## config.mk

```make
export PLATFORM = sky130hd
export DESIGN_NAME = contador_modular
export DESIGN_NICKNAME = d
export VERILOG_FILES = /design/src/rtl/contador_pkg.sv /design/src/rtl/divisor_tick.sv /design/src/rtl/contador_modular.sv
export SDC_FILE = /design/constraint.sdc
export NUM_CORES = 1
export LEC_CHECK = 0
export CAP_MARGIN = 20
export CORE_ASPECT_RATIO = 1.5
export CORE_MARGIN = 5
export CORE_UTILIZATION = 57
export CTS_BUF_LIST = sky130_fd_sc_hd__clkbuf_2 sky130_fd_sc_hd__clkbuf_4 sky130_fd_sc_hd__clkbuf_8
export CTS_CLUSTER_DIAMETER = 120
export DETAILED_ROUTE_END_ITERATION = 10
export HOLD_SLACK_MARGIN = 0.03
export PLACE_DENSITY = 0.87
export SLEW_MARGIN = 30
export SYNTH_ARGS = -nofsm -noshare
export SYNTH_HDL_FRONTEND = slang
export SYNTH_SLANG_ARGS = --single-unit
```

## constraint.sdc

```tcl
create_clock -name clk -period 4.8 [get_ports clk]
set_clock_uncertainty 0.2 [all_clocks]
set_input_delay 1.2 -clock clk [delete_from_list [all_inputs] [get_ports clk]]
set_output_delay 1.2 -clock clk [all_outputs]
set_load 0.02 [all_outputs]
```

## src/rtl/contador_pkg.sv

```systemverilog
// contador_pkg: shared state encoding, direction constants and load saturation helper
package contador_pkg;

    typedef enum logic [1:0] {
        IDLE = 2'd0,
        RUN  = 2'd1,
        DONE = 2'd2
    } state_t;

    localparam logic DIR_UP = 1'b1;
    localparam logic DIR_DN = 1'b0;

    function automatic int unsigned sat_load(input int unsigned val, input int unsigned modulo);
        return (val >= modulo) ? modulo - 1 : val;
    endfunction

endpackage

```

## src/rtl/divisor_tick.sv

```systemverilog
// divisor_tick: prescaler emitting one tick every presc+1 enabled cycles
module divisor_tick #(
    parameter int PRESC_W = 4
) (
    input  logic               clk,
    input  logic               reset,
    input  logic               clr,
    input  logic               en,
    input  logic [PRESC_W-1:0] presc,
    output logic               tick
);

    logic [PRESC_W-1:0] pdiv_q, pdiv_d;

    // >= rather than == so lowering presc below pdiv ticks at once
    always_comb begin
        tick   = en && (pdiv_q >= presc);
        pdiv_d = clr ? '0 : !en ? pdiv_q : tick ? '0 : pdiv_q + 1'b1;
    end

    always_ff @(posedge clk) begin
        pdiv_q <= reset ? '0 : pdiv_d;
    end

endmodule

```

## src/rtl/contador_modular.sv

```systemverilog
// contador_modular: parametrised up/down modulo counter with load, prescaler,
// free-run/one-shot FSM and registered terminal-count pulse
module contador_modular
    import contador_pkg::*;
#(
    parameter int WIDTH   = 8,
    parameter int MODULO  = 256,
    parameter int PRESC_W = 4
) (
    input  logic               clk,
    input  logic               reset,
    input  logic               en,
    input  logic               up_dn,
    input  logic               load,
    input  logic [WIDTH-1:0]   load_val,
    input  logic               one_shot,
    input  logic               start,
    input  logic [PRESC_W-1:0] presc,
    output logic [WIDTH-1:0]   count,
    output logic               tc,
    output logic               busy
);

    localparam logic [WIDTH-1:0] MAX  = WIDTH'(MODULO - 1);
    localparam logic [WIDTH:0]   TERM = (WIDTH + 1)'(MODULO - 1);

    state_t           state_q, state_d;
    logic [WIDTH-1:0] count_q, count_d, next_cnt;
    logic             tc_q, tc_d, busy_q, busy_d, shot_q, shot_d;
    logic             up, tick, wrap, land;

    divisor_tick #(.PRESC_W(PRESC_W)) u_div (
        .clk   (clk),
        .reset (reset),
        .clr   (load || start),
        .en    (en && (state_q == RUN)),
        .presc (presc),
        .tick  (tick)
    );

    // wrap is the free-run terminal transition; land ends a one-shot run
    always_comb begin
        up       = (up_dn == DIR_UP);
        wrap     = up ? ({1'b0, count_q} >= TERM) : (count_q == '0);
        next_cnt = wrap ? (up ? '0 : MAX) : (up ? count_q + 1'b1 : count_q - 1'b1);
        land     = shot_q && !wrap && (up ? ({1'b0, next_cnt} == TERM) : (next_cnt == '0));
        state_d  = state_q;
        count_d  = count_q;
        shot_d   = shot_q;
        tc_d     = 1'b0;
        if (load) begin
            count_d = WIDTH'(sat_load(32'(load_val), 32'(MODULO)));
        end else if (start) begin
            state_d = RUN;
            shot_d  = one_shot;
            count_d = (up_dn == DIR_DN) ? MAX : '0;
        end else if (tick) begin
            count_d = next_cnt;
            tc_d    = wrap || land;
            state_d = land ? DONE : RUN;
        end
        busy_d = (state_d == RUN);
    end

    always_ff @(posedge clk) begin
        if (reset) begin
            state_q <= IDLE;
            count_q <= '0;
            tc_q    <= 1'b0;
            busy_q  <= 1'b0;
            shot_q  <= 1'b0;
        end else begin
            state_q <= state_d;
            count_q <= count_d;
            tc_q    <= tc_d;
            busy_q  <= busy_d;
            shot_q  <= shot_d;
        end
    end

    assign count = count_q;
    assign tc    = tc_q;
    assign busy  = busy_q;

endmodule

```

Word level (Yosys, flattened, before mapping). Cells that the tools add are included.

Input bits: 19. Output and inout bits: 10. Register bits: 17. Logic and storage cells: 42.

Equal/unequal tests: 3. $lt $le $gt $ge: 2. Mux-type cells: 13. Reduce and logical (&&, ||, !) cells: 13. Bitwise gates (word level): 2. $add $sub $neg: 3.

Operator list (count): two-way mux 8 bit (6); zero test 8 bit (2); adder 8 x 1 -> 8 bit, second input constant (1); equality test 8 bit, second input constant (1); greater-or-equal comparator 8 bit, second input constant (1); two-way mux 2 bit (4); subtractor 8 x 1 -> 8 bit, second input constant (1); adder 4 x 1 -> 4 bit, second input constant (1); equality test 2 x 1 -> 1 bit, second input constant (2); greater-or-equal comparator 4 bit (1); logical AND 1 bit (4); two-way mux 4 bit (1); OR reduction 4 bit (1); nonzero test 3 bit (1); logical OR 1 bit (2); two-way mux 1 bit (2); inverter 1 bit (2); AND reduction 2 bit (1); OR reduction 2 bit (1); zero test 1 bit (1).

Logic depth before layout (Yosys ltp). Gate-level depths: netlist of run 1.

Word-level depth: 11. Depth in mapped cells: 9.

Cells and area by module. Synthesis of run 1 repeated with hierarchy kept, for this count alone.

Cells, all modules: 171. Area total of the unflattened synthesis: 1373.8 um^2.

By module, submodules not included: contador_modular (seq. area each 260.2 um^2, instances 1, area an instance 1081.0 um^2, cells an instance 136); divisor_tick (seq. area each 80.1 um^2, instances 1, area an instance 292.8 um^2, cells an instance 35).

Worst setup path after synthesis of run 1. OpenSTA, ideal clock, no wires.

Kind: input port to flip-flop. Start point: input up_dn. End point: register state_q[0]. Setup time: 0.137 ns. Path slack: 1.328 ns. Arrival: 3.135 ns. Stages on the path: 8. Cells stage by stage: inv_1 ha_1 a211oi_2 or4b_1 nand4b_2 or4_4 o32ai_4 a31oi_1.

Cells in the longest elaborated chain, start to end: 9. Elaborated cells on any way between the ends: 14. Those cells by class: 1 x eq/ne; 9 x mux; 4 x reduce/logical.

Ends and longest elaborated chain: start: declaration (line contador_modular.sv:13) `input logic up_dn,`; two-way mux 8 bit or two-way mux 1 bit (tied branches) (line contador_modular.sv:45, contador_modular.sv:44); two-way mux 8 bit (line contador_modular.sv:45) `next_cnt = wrap ? (up ? '0 : MAX) : (up ? count_q + 1'b1 : count_q - 1'b1);`; equality test 8 bit or zero test 8 bit (tied branches) (line contador_modular.sv:46) `land = shot_q && !wrap && (up ? ({1'b0, next_cnt} == TERM) : (next_cnt == '0));`; two-way mux 1 bit (line contador_modular.sv:46); logical AND 1 bit * (line contador_modular.sv:46); two-way mux 2 bit * (line contador_modular.sv:60) `state_d = land ? DONE : RUN;`; two-way mux 2 bit * (line contador_modular.sv:57) `end else if (tick) begin`; two-way mux 2 bit * (line contador_modular.sv:53) `end else if (start) begin`; two-way mux 2 bit * (line contador_modular.sv:51) `if (load) begin`; end signal: assignment (line contador_modular.sv:73) `state_q <= state_d;`; end: declaration (line contador_modular.sv:27) `state_t state_q, state_d;`.

Mark *: on every way between the ends. The rest lies on a longest branch, timed or not. A chain may end at the register's enable or synchronous reset.

Final worst setup path of run 1.
Start point: input up_dn. End point: register busy_q (netlist: busy).

Cells in the longest elaborated chain, start to end: 10. Elaborated cells on any way between the ends: 15. Those cells by class: 2 x eq/ne; 9 x mux; 4 x reduce/logical.

Ends and longest elaborated chain: two-way mux 8 bit or two-way mux 1 bit (tied branches) (line contador_modular.sv:45, contador_modular.sv:44); two-way mux 8 bit (line contador_modular.sv:45); equality test 8 bit or zero test 8 bit (tied branches) (line contador_modular.sv:46); two-way mux 1 bit (line contador_modular.sv:46); logical AND 1 bit * (line contador_modular.sv:46); two-way mux 2 bit * (line contador_modular.sv:60); two-way mux 2 bit * (line contador_modular.sv:57); two-way mux 2 bit * (line contador_modular.sv:53); two-way mux 2 bit * (line contador_modular.sv:51); equality test 2 x 1 -> 1 bit * (line contador_modular.sv:62) `busy_d = (state_d == RUN);`; end signal: assignment (line contador_modular.sv:76) `busy_q <= busy_d;`; end: declaration (line contador_modular.sv:29) `logic tc_q, tc_d, busy_q, busy_d, shot_q, shot_d;`.

Marks and branches as above.

==> metrics.cfg, run 1 <==
[status]
status=complete, no violations

[global_route]
grt_pass1_vias=1508
grt_pass1_wl_mm=6.69
grt_usage=0.235
grt_max_degree=18
antenna_found_initial=0
overflow=0

[run]
max-cap-violations=0

[sta]
max_freq_mhz=242
period_minus_slack_ps=4120
tns_ps=0
final_max_slew_viol_count=0
rsz0062_at_grt=no
fin_hold_ws_ps=321
hold_violations=0
setup_viol=0
slew_headroom=0.609
fin_crit_sh=0.859
tightest_slew_ps=584

[route]
drt_iter0_drc=65
totalWireLength_mm=4.06
drtPass1Iterations=4
via_count=1563
routed_via_density=6.49
postRouteAntennaNets=0
drcViolationCount=0
drt-wirelength-per-cell_um=16.9

[clock_network]
clockRootBuffer=clkbuf_4
clockBufferDepth=2
cts.clk_slew.worst_paths_ps=110
postCtsResizedCells=0
htree_num_levels=1
cts_buffers=3
clock_sinks=17
clkLatencyLatePin_ps=300
cts-hold-fix-buffers=0
postCtsSetupRepairBufs=0
tritoncts=yes

[layout]
drive_above_1_share=0.0645
final_cells=241
diodes=0
fill_cells=202
area_growth_pct=22.7
postLayoutCoreUtil=0.728
final_net_count=249

[logic_synthesis]
syn_inst=189
synth_area_um2=1450
ys.flop_type=dfxtp_1
synth_edf_count=0
synth_warnings=0
yosysSeqAreaShare=0.234
synth_seq_cells=17
yosys.cell_types.count=52
synthArstFlopShare=0
synthesis.nets=220
synth_area_per_cell_um2=7.69

[floorplan]
die_h_um=71.9
die_area_um2=3680
die_w_um=51.2
ios=29
placementRows=22
start_util=0.593
core_um2=2450

[place]
place_inst=237
place.port_buffers=28
hpwl_mm=3.37
gp_congestion=0.856

[worst_setup_path]
end_kind=flip-flop
worstPathArrival_ps=4140
crit_path_start_kind=input port
critPathKind=in -> reg
required_ps=4810
crit_fanout=7

[power]
irDropWorstVdd_mv=0.135
total_power_w=0.000407
leakage_nw=0.710
power.density_nw_per_um2=228

[hold_path]
hp-class=reg -> reg

[worst max-delay path: stages]
cell             delay (ps)
clkdlybuf4s50_1         610
inv_1                   200
fa_1                    510
a211oi_1                420
nor4_1                  110
nor4_1                  460
or4_4                   240
o32ai_4                  80
a211oi_1                290
[path summary, 6_finish.rpt]
check | cells after the start | startpoint | to | slack (ps)
worst min register to register | 2 | u_div.pdiv_q[3]$_SDFFE_PP0P_ | u_div.pdiv_q[3]$_SDFFE_PP0P_ | 320
worst max register to register | 7 | count[0]$_SDFFE_PP0P_ | busy$_SDFF_PP0_ | 1980
worst max-delay path | 9 | up_dn | busy$_SDFF_PP0_ | 680
worst min-delay path | 2 | u_div.pdiv_q[3]$_SDFFE_PP0P_ | u_div.pdiv_q[3]$_SDFFE_PP0P_ | 320
[power by group]
group          total (W)  internal, W  switching [W]
combinational   0.000168    0.0000728      0.0000947
sequential      0.000159     0.000149      0.0000101
clock          0.0000803    0.0000311      0.0000492
total           0.000407     0.000253       0.000154
[cells in the mapped netlist (5+ instances only)]
cell	instances	area, um^2
inv_1	14	52.6
a221oi_1	5	43.8
dfxtp_1	17	340
ha_1	11	138
nor4_1	6	37.5
nand2_1	16	60.1
a22oi_1	5	37.5
clkbuf_1	6	22.5
nor3_1	6	30.0
a21oi_1	9	45.0
nand3_1	5	25.0
nor2_1	16	60.1
o21ai_0	11	55.1
[per-layer routing]
layer  part of all wire  global-route usage  vias up
met2               0.55               0.443       60
met4              0.044               0.143        0
met1               0.37               0.236      719
met3              0.045              0.0270       17
li1                   -                   -      767
met5                  0                   0        -
[logic make-up after synthesis]
group / synth area share
DFF: 0.234
adders and majority gates: 0.108
xor gates and xnor gates: 0.0181
AOI/OAI and AO/OA: 0.292
muxes: 0.00688
and+or+nand+nor: 0.284
buffers and inverters: 0.0568
[sequential cells by signal (all words and copies together), names as in the netlist]
| signal | flops |
|---|---|
| state_q | 2 |
| u_div.pdiv_q | 4 |
| busy | 1 |
| shot_q | 1 |
| count | 8 |
| tc | 1 |
[per-stage QoR]
stage	area (um^2)	setup slack (ps)
2_1_floorplan	1450	1330
3_3_place_gp	1760	537
3_5_place_dp	1760	389
4_1_cts	1780	707
5_1_grt	1780	489
6_report	1780	676
[placed cells by master, fill, tap and decap left out, types with 2 or more instances in the layout]
master,instances
a211oi_1,4
a21o_1,2
a21oi_1,9
a221oi_1,5
a22oi_1,5
a311oi_1,2
a31oi_1,2
and2_1,2
buf_4,2
clkbuf_4,3
clkdlybuf4s50_1,28
dfxtp_1,17
ha_1,11
inv_1,14
nand2_1,16
nand3_1,5
nand4_1,3
nor2_1,16
nor2b_1,4
nor3_1,6
nor4_1,6
o211ai_1,4
o21a_1,2
o21ai_0,11
o21ai_1,3
o21bai_1,2
or3_1,3
or3b_1,2
xor2_1,2
[final cells by class]
class / instances / area [um^2] / share of cell area
well taps: 24 / 30.0 / 0.0168
repair buffers: 30 / 295 / 0.165
flip-flops and latches: 17 / 340 / 0.191
multi-input cells: 150 / 1030 / 0.578
inverters: 16 / 60.1 / 0.0337
clock buffers: 3 / 22.5 / 0.0126
clock inverters: 1 / 5.00 / 0.00281
Power figures use the tool's default switching activity.
==> run 2: changes to the inputs <==
--- a/config.mk
+++ b/config.mk
@@ -13,8 +13,9 @@
 export CTS_CLUSTER_DIAMETER = 120
 export DETAILED_ROUTE_END_ITERATION = 10
 export HOLD_SLACK_MARGIN = 0.03
-export PLACE_DENSITY = 0.87
+export PLACE_DENSITY = 0.88
 export SLEW_MARGIN = 30
 export SYNTH_ARGS = -nofsm -noshare
 export SYNTH_HDL_FRONTEND = slang
+export SYNTH_HIERARCHICAL = 1
 export SYNTH_SLANG_ARGS = --single-unit
==> metrics.cfg, run 2 <==
[global_route]
grt_max_degree=18  ; unchanged
grt_pass1_vias=1498  ; -0.66%
grt_pass1_wl_mm=6.55  ; -2.1%
antenna_found_initial=0  ; unchanged
grt_usage=0.230  ; -0.00468
overflow=0  ; unchanged

[logic_synthesis]
synth_top_area_frac=0.248  ; +0.0136
synth_area_per_cell_um2=8.03  ; +4.4%
syn_inst=171  ; -9.5%
synthArstFlopShare=0  ; unchanged
synthesis.nets=202  ; -8.2%
synth_top_cell_by_area=dfxtp_1
synth_warnings=6  ; +6
yosysSeqAreaShare=0.248  ; +0.0136
synth_edf_count=0  ; unchanged
ys.flop_type=dfxtp_1
synth_seq_cells=17  ; unchanged
yosys.cell_types.count=49  ; -5.8%
synthTopCellsByArea=dfxtp_1, ha_1, nor2_1
yosys-top-cells-count=dfxtp_1, nor2_1, nor3_1
synth_area_um2=1370  ; -5.5%

[layout]
final_net_count=236  ; -5.2%
final_cell_mix=clkdlybuf4s50_1, nor2_1, dfxtp_1, nor3_1, ha_1
postLayoutCoreUtil=0.758  ; +0.0292
fill_cells=194  ; -4.0%
layout_commonest_cell=clkdlybuf4s50_1
drive_above_1_share=0.0882  ; +0.0237
diodes=0  ; unchanged
area_growth_pct=26.0
largest_reg_flops=8  ; unchanged

[worst_setup_path]
crit_fanout=7  ; unchanged
crit_family=simple AND/OR/NAND/NOR gates
max_stage_delay_ps=500  ; -110 ps
worstPathArrival_ps=4120  ; -20 ps
crit_path_start_kind=input port
path_buf_inv=2  ; unchanged
cp_slowest_cell=clkdlybuf4s50_1
critPathKind=in -> reg
end_kind=flip-flop
cp_cell_sequence=clkdlybuf4s50_1 > inv_1 > fa_1 > a211oi_2 > nor4_1 > nor4b_1 > a21boi_1 > or3_1 > a311oi_1
required_ps=4800  ; about the same

[clock_network]
clockBufferDepth=2  ; unchanged
cts.clk_slew.worst_paths_ps=90  ; -20 ps
postCtsResizedCells=0  ; unchanged
htree_num_levels=1  ; unchanged
clock_sinks=17  ; unchanged
postCtsSetupRepairBufs=0  ; unchanged
cts-hold-fix-buffers=0  ; unchanged
clockRootBuffer=clkbuf_4
cts_buffers=3  ; unchanged
clkLatencyLatePin_ps=300  ; about the same
tritoncts=yes

[power]
p_clk_frac=0.195  ; -0.002
internal-power_w=0.000256  ; +1.2%
irDropWorstVdd_mv=0.161  ; +19%
pwr-share-seq=0.402  ; +0.011
leakage_nw=0.675  ; -5.0%
power.density_nw_per_um2=230  ; +1.1%
combPwrFrac=0.403  ; -0.009
power.switching_w=0.000143  ; -7.0%
total_power_w=0.000399  ; -1.9%
switching_share=0.359  ; -0.0195

[floorplan]
die_area_um2=3510  ; -4.6%
start_util=0.601  ; +0.00752
ios=29  ; unchanged
die_h_um=70.1  ; -2.4%
die_w_um=50.1  ; -2.2%
placementRows=21  ; -4.5%
core_um2=2290  ; -6.7%

[sta]
tns_ps=0  ; unchanged
period_minus_slack_ps=4130  ; +1.98 ps
tightest_slew_ps=619  ; +35.0 ps
setup_viol=0  ; unchanged
max_freq_mhz=242  ; about the same
rsz0062_at_grt=no
layout_setup_ws_ps=674  ; -1.98 ps
final_max_slew_viol_count=0  ; unchanged
hold_violations=0  ; unchanged
fin_crit_sh=0.860  ; about the same
slew_headroom=0.586  ; -0.0229

[place]
place.port_buffers=28  ; unchanged
gp_congestion=0.845  ; -1.3%
dp_slack_ps=454  ; +65.3 ps
hpwl_mm=3.09  ; -8.3%

[route]
via_count=1474  ; -5.7%
drt_iter0_drc=41  ; -37%
drtPass1Iterations=4  ; unchanged
postRouteAntennaNets=0  ; unchanged
routed_via_density=6.49  ; +0.12%
drt-wirelength-per-cell_um=17.3  ; +2.5%
drcViolationCount=0  ; unchanged
totalWireLength_mm=3.92  ; -3.5%

[hold_path]
hp-class=reg -> reg

[status]
status=complete, no violations

[run]
max-cap-violations=0  ; unchanged

-- run 2: cell types whose count changed after synthesis, sizes merged, moves of 4 or more --
| cell | change |
|---|---|
| inv | -5 |
| o21ai | -4 |
| nand2 | -7 |
| a22oi | -5 |
| a21oi | -5 |
| nor3 | +6 |
-- run 2: path summary, 6_finish.rpt --
check,startpoint,to,slack (ps),cells after the start
max reg2reg,count[0]$_SDFFE_PP0P_,tc$_SDFF_PP0_,1830,7
max,up_dn,tc$_SDFF_PP0_,670,9
min,state_q[1]$_SDFF_PP0_,state_q[1]$_SDFF_PP0_,300,2
min reg2reg,state_q[1]$_SDFF_PP0_,state_q[1]$_SDFF_PP0_,300,2
-- run 2: kinds of logic after synthesis --
family | share of synthesized area
adders and majority gates | 0.115
DFF | 0.248
xor gates and xnor gates | 0.0319
buffers and inverters | 0.0392
AOI/OAI and AO/OA | 0.272
muxes | 0.00729
and+or+nand+nor | 0.287
-- run 2: layout make-up --
class	instances	area, um^2	area share
clock buffers	3	22.5	0.0130
clock inverters	1	5.00	0.00289
inverters	10	37.5	0.0217
multi-input cells	140	980	0.566
flip-flops and latches	17	340	0.197
well taps	23	28.8	0.0166
repair buffers	33	318	0.184
-- run 2: metal layers --
metal | global-route usage | vias to the layer above | part of all wire
li1 | - | 722 | -
met1 | 0.251 | 671 | 0.38
met2 | 0.411 | 68 | 0.53
met3 | 0.0234 | 13 | 0.051
met4 | 0.128 | 0 | 0.035
met5 | 0 | - | 0
-- run 2: power groups by stage --
stage,combinational (W),clock (W),sequential (W)
6_report,0.000161,0.0000780,0.000160
3_3_place_gp,0.000153,0,0.000163
2_1_floorplan,0.0000973,0,0.000168
5_1_grt,0.000176,0.0000874,0.000161
3_5_place_dp,0.000158,0,0.000163
4_1_cts,0.000159,0.0000790,0.000160
-- run 2: worst reg2reg max path, stage by stage, from the launching register on --
cell and delay (ps):
dfxtp_1 420, fa_1 470, a211oi_2 340, nor4_1 100, nor4b_1 490, a21boi_1 150
or3_1 420, a311oi_1 280
-- run 2: metrics by stage --
step                      std cells  hold slack, ps  area, um^2
final                           227             302        1730
after CTS                       227             299        1730
after floorplan                 171             256        1370
after global routing            227             344        1730
after global placement          223             272        1700
after detailed placement        223             286        1700
